==> src/rtl/input_process_pkg.sv <==
// Shared constants for the input_process front end: input widths, the default
// debounce length and the bit offset of the press pulses inside `button`.
package input_process_pkg;

    localparam int unsigned SW_W = 24;
    localparam int unsigned BT_W = 8;
    localparam int unsigned CH_W = SW_W + BT_W;

    // Number of consecutive differing samples before a clean output flips.
    localparam int unsigned DEBOUNCE_CYCLES_DEF = 1_000_000;

    // Press pulses for bt[i] sit at button[PULSE_OFS + i].
    localparam int unsigned PULSE_OFS = 8;

endpackage : input_process_pkg

==> src/rtl/input_process_debounce_bit.sv <==
// One debounce channel: optional 2-flop synchroniser, a run-length counter and
// the stable output q. Build option: INPUT_PROCESS_SYNC_EN adds the
// synchroniser in front of the counter (two extra cycles of latency).
module debounce_bit
    import input_process_pkg::*;
#(
    parameter int unsigned DEBOUNCE_CYCLES = DEBOUNCE_CYCLES_DEF
) (
    input  logic clk_i,
    input  logic rst_n_i,
    input  logic raw_i,
    output logic q_o
);

    localparam int unsigned      CNT_W   = $clog2(DEBOUNCE_CYCLES);
    localparam logic [CNT_W-1:0] CNT_MAX = CNT_W'(DEBOUNCE_CYCLES - 1);

    logic             d;
    logic             q_q;
    logic             q_d;
    logic [CNT_W-1:0] cnt_q;
    logic [CNT_W-1:0] cnt_d;

`ifdef INPUT_PROCESS_SYNC_EN
    logic [1:0] sync_q;

    // Two-flop synchroniser bringing the asynchronous pin into the clk domain.
    always_ff @(posedge clk_i or negedge rst_n_i) begin
        if (!rst_n_i) begin
            sync_q <= 2'b00;
        end else begin
            sync_q <= {sync_q[0], raw_i};
        end
    end

    assign d = sync_q[1];
`else
    assign d = raw_i;
`endif

    // Count consecutive samples that disagree with q; flip q on the last one.
    always_comb begin
        q_d   = q_q;
        cnt_d = cnt_q;
        if (d == q_q) begin
            cnt_d = '0;
        end else if (cnt_q == CNT_MAX) begin
            q_d   = d;
            cnt_d = '0;
        end else begin
            cnt_d = cnt_q + CNT_W'(1);
        end
    end

    // Channel state register.
    always_ff @(posedge clk_i or negedge rst_n_i) begin
        if (!rst_n_i) begin
            q_q   <= 1'b0;
            cnt_q <= '0;
        end else begin
            q_q   <= q_d;
            cnt_q <= cnt_d;
        end
    end

    assign q_o = q_q;

endmodule : debounce_bit

==> src/rtl/input_process.sv <==
// Front-end conditioning for 24 slide switches and 8 push buttons: every raw
// bit gets its own debounce channel; buttons additionally produce one-cycle
// press pulses. Build option: INPUT_PROCESS_SYNC_EN enables the per-bit
// synchronisers inside each channel.
module input_process
    import input_process_pkg::*;
#(
    parameter int unsigned DEBOUNCE_CYCLES = DEBOUNCE_CYCLES_DEF
) (
    input  logic                    clk,
    input  logic                    power,
    input  logic [SW_W-1:0]         sw,
    input  logic [BT_W-1:0]         bt,
    output logic [SW_W-1:0]         switch,
    output logic [PULSE_OFS+BT_W-1:0] button
);

    logic [CH_W-1:0] raw;
    logic [CH_W-1:0] clean;
    logic [BT_W-1:0] bt_clean;
    logic [BT_W-1:0] prev_q;
    logic [BT_W-1:0] pulse_q;
    logic [BT_W-1:0] pulse_d;

    assign raw = {bt, sw};

    for (genvar i = 0; i < CH_W; i++) begin : g_ch
        debounce_bit #(
            .DEBOUNCE_CYCLES(DEBOUNCE_CYCLES)
        ) u_db (
            .clk_i   (clk),
            .rst_n_i (power),
            .raw_i   (raw[i]),
            .q_o     (clean[i])
        );
    end

    assign bt_clean = clean[CH_W-1:SW_W];

    // Rising edge of the debounced level only; releases never pulse.
    always_comb begin
        pulse_d = bt_clean & ~prev_q;
    end

    // Delay line for edge detection and the registered press pulses.
    always_ff @(posedge clk or negedge power) begin
        if (!power) begin
            prev_q  <= '0;
            pulse_q <= '0;
        end else begin
            prev_q  <= bt_clean;
            pulse_q <= pulse_d;
        end
    end

    assign switch = clean[SW_W-1:0];
    assign button = {pulse_q, bt_clean};

endmodule : input_process

==> config.mk <==
export PLATFORM = sky130hd
export DESIGN_NAME = input_process
export DESIGN_NICKNAME = d
export VERILOG_FILES = /design/src/rtl/input_process_pkg.sv /design/src/rtl/input_process_debounce_bit.sv /design/src/rtl/input_process.sv
export SDC_FILE = /design/constraint.sdc
export NUM_CORES = 1
export LEC_CHECK = 0
export ABC_AREA = 1
export BUFFER_PORTS_ARGS = -buffer_cell sky130_fd_sc_hd__clkbuf_2
export CORE_MARGIN = 10
export CORE_UTILIZATION = 50
export CTS_CLUSTER_DIAMETER = 120
export DETAILED_ROUTE_END_ITERATION = 6
export HOLD_SLACK_MARGIN = 0.15
export PLACE_DENSITY = 0.77
export SLEW_MARGIN = 20
export SYNTH_ARGS = -nofsm -noshare
export SYNTH_HDL_FRONTEND = slang
export SYNTH_SLANG_ARGS = --single-unit
==> constraint.sdc <==
create_clock -name clk -period 1.6 [get_ports clk]
set_input_delay 0.08 -clock clk [delete_from_list [all_inputs] [get_ports clk]]
set_output_delay 0.08 -clock clk [all_outputs]
set_load 0.005 [all_outputs]
# Word-level counts from Yosys, hierarchy flattened
# Cells that the tools add are included.
# W data, S select, Z words.
[classes]
add_sub_neg = 32
bitwise_logic = 34
eq_ne = 64
n_reduce_logical = 32
muxes = 64
[op_table]
columns = ["operator", "count"]
rows = [
  ["$mux W20", 64],
  ["$add A20 B1 Y20 const B", 32],
  ["$eq A20 B20 Y1 const B", 32],
  ["$reduce_and A2 Y1", 32],
  ["$eq A1 B1 Y1", 32],
  ["$not A1 Y1", 32],
  ["$and A8 B8 Y8", 1],
  ["$not A8 Y8", 1],
]
[word_totals]
regBits = 688
wordCells = 292
output_inout_bits = 40

# Depth between registers and ports, before layout
[depth]
depth_word = 3
ltp_mapped = 9
mapped_depth_nobuf = 9

# Hierarchy
# A second synthesis with hierarchy kept.
[unflattened]
cells_unflattened = 5120
hier_area_um2 = 41599.9
[by_module_without_submodules]
columns = ["module", "instances", "cells_per_inst", "area_each_um2", "seq_area_each_um2"]
rows = [
  ["debounce_bit", 32, 159, 1285.0, 525.5],
  ["input_process", 1, 32, 480.5, 400.4],
]

# Least setup slack after synthesis
# No wires, ideal clock.
[synth_timing]
path_kind = "reg2reg"
startpoint = "register g_ch[21].u_db.cnt_q[0]"
endpoint = "register g_ch[21].u_db.cnt_q[6]"
path_buffers = 0
arrival_ns = 1.203
stages_incl_launch_ff = 9
synth_period_minus_slack_ns = 1.324
setup_time_ns = 0.121
path_slack_ns = 0.276
cell_sequence = "dfrtp_1 ha_1 nand2_2 nor2_8 nand2_2 nor2_2 a21oi_2 inv_2 nor2_1"
[synth_via]
elab_chain_cells = 3
elab_cells_between_ends = 4
[synth_lines]
columns = ["item", "line_no", "source"]
rows = [
  ["from (decl)", "input_process_debounce_bit.sv:21", "logic [CNT_W-1:0] cnt_q;"],
  ["from (signal assigned)", "input_process_debounce_bit.sv:62", "cnt_q <= cnt_d;"],
  ["$add A20 B1 Y20 or $eq A20 B20 Y1 (tied branches)", "input_process_debounce_bit.sv:51, input_process_debounce_bit.sv:47", ""],
  ["$mux W20 *", "input_process_debounce_bit.sv:47", "end else if (cnt_q == CNT_MAX) begin"],
  ["$mux W20 *", "input_process_debounce_bit.sv:45", "if (d == q_q) begin"],
  ["named net g_ch[21].u_db.cnt_d[6]", "input_process_debounce_bit.sv:22", "logic [CNT_W-1:0] cnt_d;"],
]
# Mark *: on every way through the listed nets, which the timed path passes. The rest lies on a longest branch.
# A chain may end at the register's enable or synchronous reset.

# Final worst setup path
[layout_timing]
startpoint = "register g_ch[22].u_db.cnt_q[0]"
endpoint = "register g_ch[22].u_db.cnt_q[10]"
[layout_via]
elab_chain_cells = 3
elab_cells_between_ends = 4
[layout_lines]
columns = ["item", "line_no"]
rows = [
  ["from (decl)", "input_process_debounce_bit.sv:21"],
  ["from (signal assigned)", "input_process_debounce_bit.sv:62"],
  ["$add A20 B1 Y20 or $eq A20 B20 Y1 (tied branches)", "input_process_debounce_bit.sv:51, input_process_debounce_bit.sv:47"],
  ["$mux W20 *", "input_process_debounce_bit.sv:47"],
  ["$mux W20 *", "input_process_debounce_bit.sv:45"],
  ["named net g_ch[22].u_db.cnt_d[10]", "input_process_debounce_bit.sv:22"],
]
# Marked as above.

==> out/qor.csv <==
stage,metric,value,unit
cts,TritonCTS clock tree,yes,
worst_hold_path,HP Class,in2reg,
layout,"commonest non-fill, non-tap cell in the layout",nor2_1,
yosys,Syn Area/Cell,7.62,um2
routing,routed vias,31700,
grt,M1 GR Usage,23.1,%
power_and_ir_drop,Power per Cell Area,877,nW/um2
worst_setup_path,Crit Path Class,reg2reg,
floorplanning,die area,88400,um2
floorplanning,Initial Util,50.5,%
floorplanning,core area,76100,um2
sta,"Slew Viols, Final",0,
power_and_ir_drop,P_leak,18.4,nW
routing,DRT iter0 DRCs,1809,
grt,largest net degree at the start of global routing,81,
sta,Fin. Hold Viols,0,
yosys,Post-Synth XOR/XNOR Area,8.34,%
routing,wire length per cell,12.2,um
sta,Worst Max-Slew Pin Slew,0.469,ns
grt,first-pass GRT wire length,138,mm
yosys,Mapped Area,38400,um2
worst_setup_path,worst r2r src,g_ch[22].u_db.cnt_q[0],
sta,RSZ-0062 raised after global routing,yes,
grt,gr ovfl total,0,
yosys,yosys warns,0,
cts,clk_lat worst skew,0.63,ns
routing,Vias/cell,5.02,
yosys,Synth Area in Compound Gates,2.35,%
grt,M3 GR Usage,2.40,%
routing,DRT antenna net count,0,
cts,H-Tree Level Count,3,
placed_design,IO Port Bufs,73,
layout,share of post-route cells with drive strength above 1,10.6,%
job,max-cap violation count,0,
power_and_ir_drop,Worst VDD drop,0.873,mV
run_status,failing checks,DRC,
grt,initial antenna violation count,0,
worst_setup_path,startpoint types,flop,
run_status,status,finished with violations,
sta,"Min Clock Period, post-route",1.47,ns
yosys,mux contribution to synthesized area,0,%
worst_hold_path,Min-Delay Path Depth,4,
floorplanning,I/O pins,74,
yosys,Synth Net Count,5113,
cts,total clock sinks,688,
grt,Most Crowded Layer GR,met2,
grt,vias in the first global route,30700,
placed_design,gpl congestion,0.907,
yosys,Simple-Gate Fraction of Synth Area,37.5,%
routing,DRC,2,
worst_setup_path,depth of the worst register-to-register path,6,
yosys,register area share after synthesis,44.8,%
floorplanning,die span in x,297,um
yosys,post-synthesis adder-cell area fraction,1.04,%
cts,CTS buffer count,77,
floorplanning,Die H,297,um
routing,Detailed Routing Iterations Pass 1,7,
placed_design,pre-CTS WS,0.112,ns
yosys,Syn Inst Count,5047,
sta,crit share post-route,92.0,%
sta,"Setup violations, final",0,
yosys,"flops & latches, synth",688,
worst_setup_path,Worst EP required,2.10,ns
floorplanning,row count,101,
cts,clk root buf,clkbuf_16,
worst_hold_path,hold path startpoint,bt[6],
grt,GRT Total Usage,17.6,%
worst_setup_path,R2R Setup Slk,0.13,ns
layout,most frequent cells in the layout,"nor2_1 (1321), nand2_1 (881), dfrtp_1 (688)",
layout,NumNets Final,5289,
worst_setup_path,Critical Path End Type,flop,
grt,met2 usage,29.8,%
sta,setup_tns,0,ns
yosys,main combinational cell family by area after synthesis,simple AND/OR/NAND/NOR gates,
placed_design,Final HPWL DP,55.4,mm
sta,relative slew slack,68.6,%
power_and_ir_drop,total power,38.1,mW
layout,Final Util,57.1,%
layout,fillers,6785,
layout,# diodes,0,
sta,post-route setup slack,0.129,ns
sta,Max Fclk,680,MHz
worst_setup_path,Crit path arrival time,1.98,ns
yosys,library cells used by synthesis,39,
worst_setup_path,reg2reg end,g_ch[22].u_db.cnt_q[10],
routing,final wirelength,77.3,mm
worst_setup_path,critical path peak fanout,4,
worst_hold_path,Hold Path Sink,g_ch[30].u_db.q_o,
cts,CTS max path bufs,3,
cts,clk slew on worst S/H paths,0.06,ns
layout,Area Overhead vs Synth,13.0,%
sta,Clock Skews,0.0275,ns
-- registers in the layout, indices dropped and copies added, names as in the netlist --
| signal | count |
|---|---|
| g_ch.u_db.cnt_q | 640 |
| g_ch.u_db.q_o | 32 |
| prev_q | 8 |
| pulse_q | 8 |
-- power by group --
part	internal (mW)	leakage (nW)	switching, mW
clock network	11.3	1.34	7.53
logic	0.500	7.76	0.973
registers	17.6	9.34	0.180
-- critical path, cell delays in order, from the launching register on --
cell     delay, ns
dfrtp_1       0.39
ha_1          0.22
nand3_2       0.15
nor3_2        0.25
nand2_1       0.10
o21ai_0       0.18
nor2_1        0.06
-- worst max-delay path by stage --
| stage | cells past startpoint | slack, ns | startpoint | to |
|---|---|---|---|---|
| after floorplan | 8 | 0.28 | g_ch[21].u_db.cnt_q[0] | g_ch[21].u_db.cnt_q[6] |
| after global placement | 8 | 0.17 | g_ch[31].u_db.cnt_q[0] | g_ch[31].u_db.cnt_q[0] |
| after detailed placement | 8 | 0.11 | g_ch[21].u_db.cnt_q[0] | g_ch[21].u_db.cnt_q[6] |
| after CTS | 7 | 0.09 | g_ch[26].u_db.cnt_q[0] | g_ch[26].u_db.cnt_q[16] |
| after global routing | 9 | -0.06 | g_ch[21].u_db.cnt_q[0] | g_ch[21].u_db.cnt_q[16] |
| final | 6 | 0.13 | g_ch[22].u_db.cnt_q[0] | g_ch[22].u_db.cnt_q[10] |
-- through the flow --
stage	hold WS (ns)	cells	area, um2
4_1_cts	0.199	6315	43300
3_3_place_gp	0.0624	6139	40200
5_1_grt	0.246	6316	43400
3_5_place_dp	0.0672	6139	40200
2_1_floorplan	-0.216	5047	38400
6_report	0.246	6316	43400
-- kinds of logic (layout without fill, tap and decap cells) --
logic type / after synthesis / after routing
AND/OR/NAND/NOR: 3221 / 3221
flip-flops: 688 / 688
buffers and inverters: 575 / 814
XOR/XNOR: 359 / 359
AO/OA/AOI/OAI: 172 / 172
adder cells (fa/ha/maj): 32 / 32
-- cell usage after synthesis, drive strengths merged --
library cell	count	area, um2
clkbuf	6	22.5
a21oi	87	454
xor2	219	1970
and2	14	87.6
nor3b	22	205
o21bai	5	37.5
nand2	955	3770
nand3	630	3380
o21ai	75	375
xnor2	140	1230
and3	1	6.26
o22ai	1	6.26
o31ai	1	7.51
ha	32	400
nand4	79	494
inv	516	1940
o21a	2	15.0
a31oi	1	6.26
dfrtp	688	17200
nor2	1451	6030
buf	53	345
nand3b	14	105
nor3	55	330
-- timing repair --
item | CTS | global route
gates resized for setup | 0 | 24
endpoints found under the hold margin | 1360 | 0
buffers inserted | 0 | 1
hold buffers | 34 | 0
setup endpoints to repair | 0 | 75
-- routing by layer --
layer  part of all wire (%)  vias to the layer above  wire, um
li1                       -                    16300         -
met1                     46                    14700     35900
met2                     47                      591     36600
met3                    4.0                      125      3060
met4                    2.1                        0      1650
met5                      0                        -         0
-- cell type report --
type                       instances  area, um2  share of cell area, %
clock buffer                     103       2160                   4.98
clock inverter                    39        577                   1.33
inverter                         516       1940                   4.46
multi-input combinational       3784      19000                   43.8
sequential                       688      17200                   39.6
tap                             1030       1290                   2.97
timing repair buffer             156       1240                   2.86
Power figures use the tool's default switching activity.
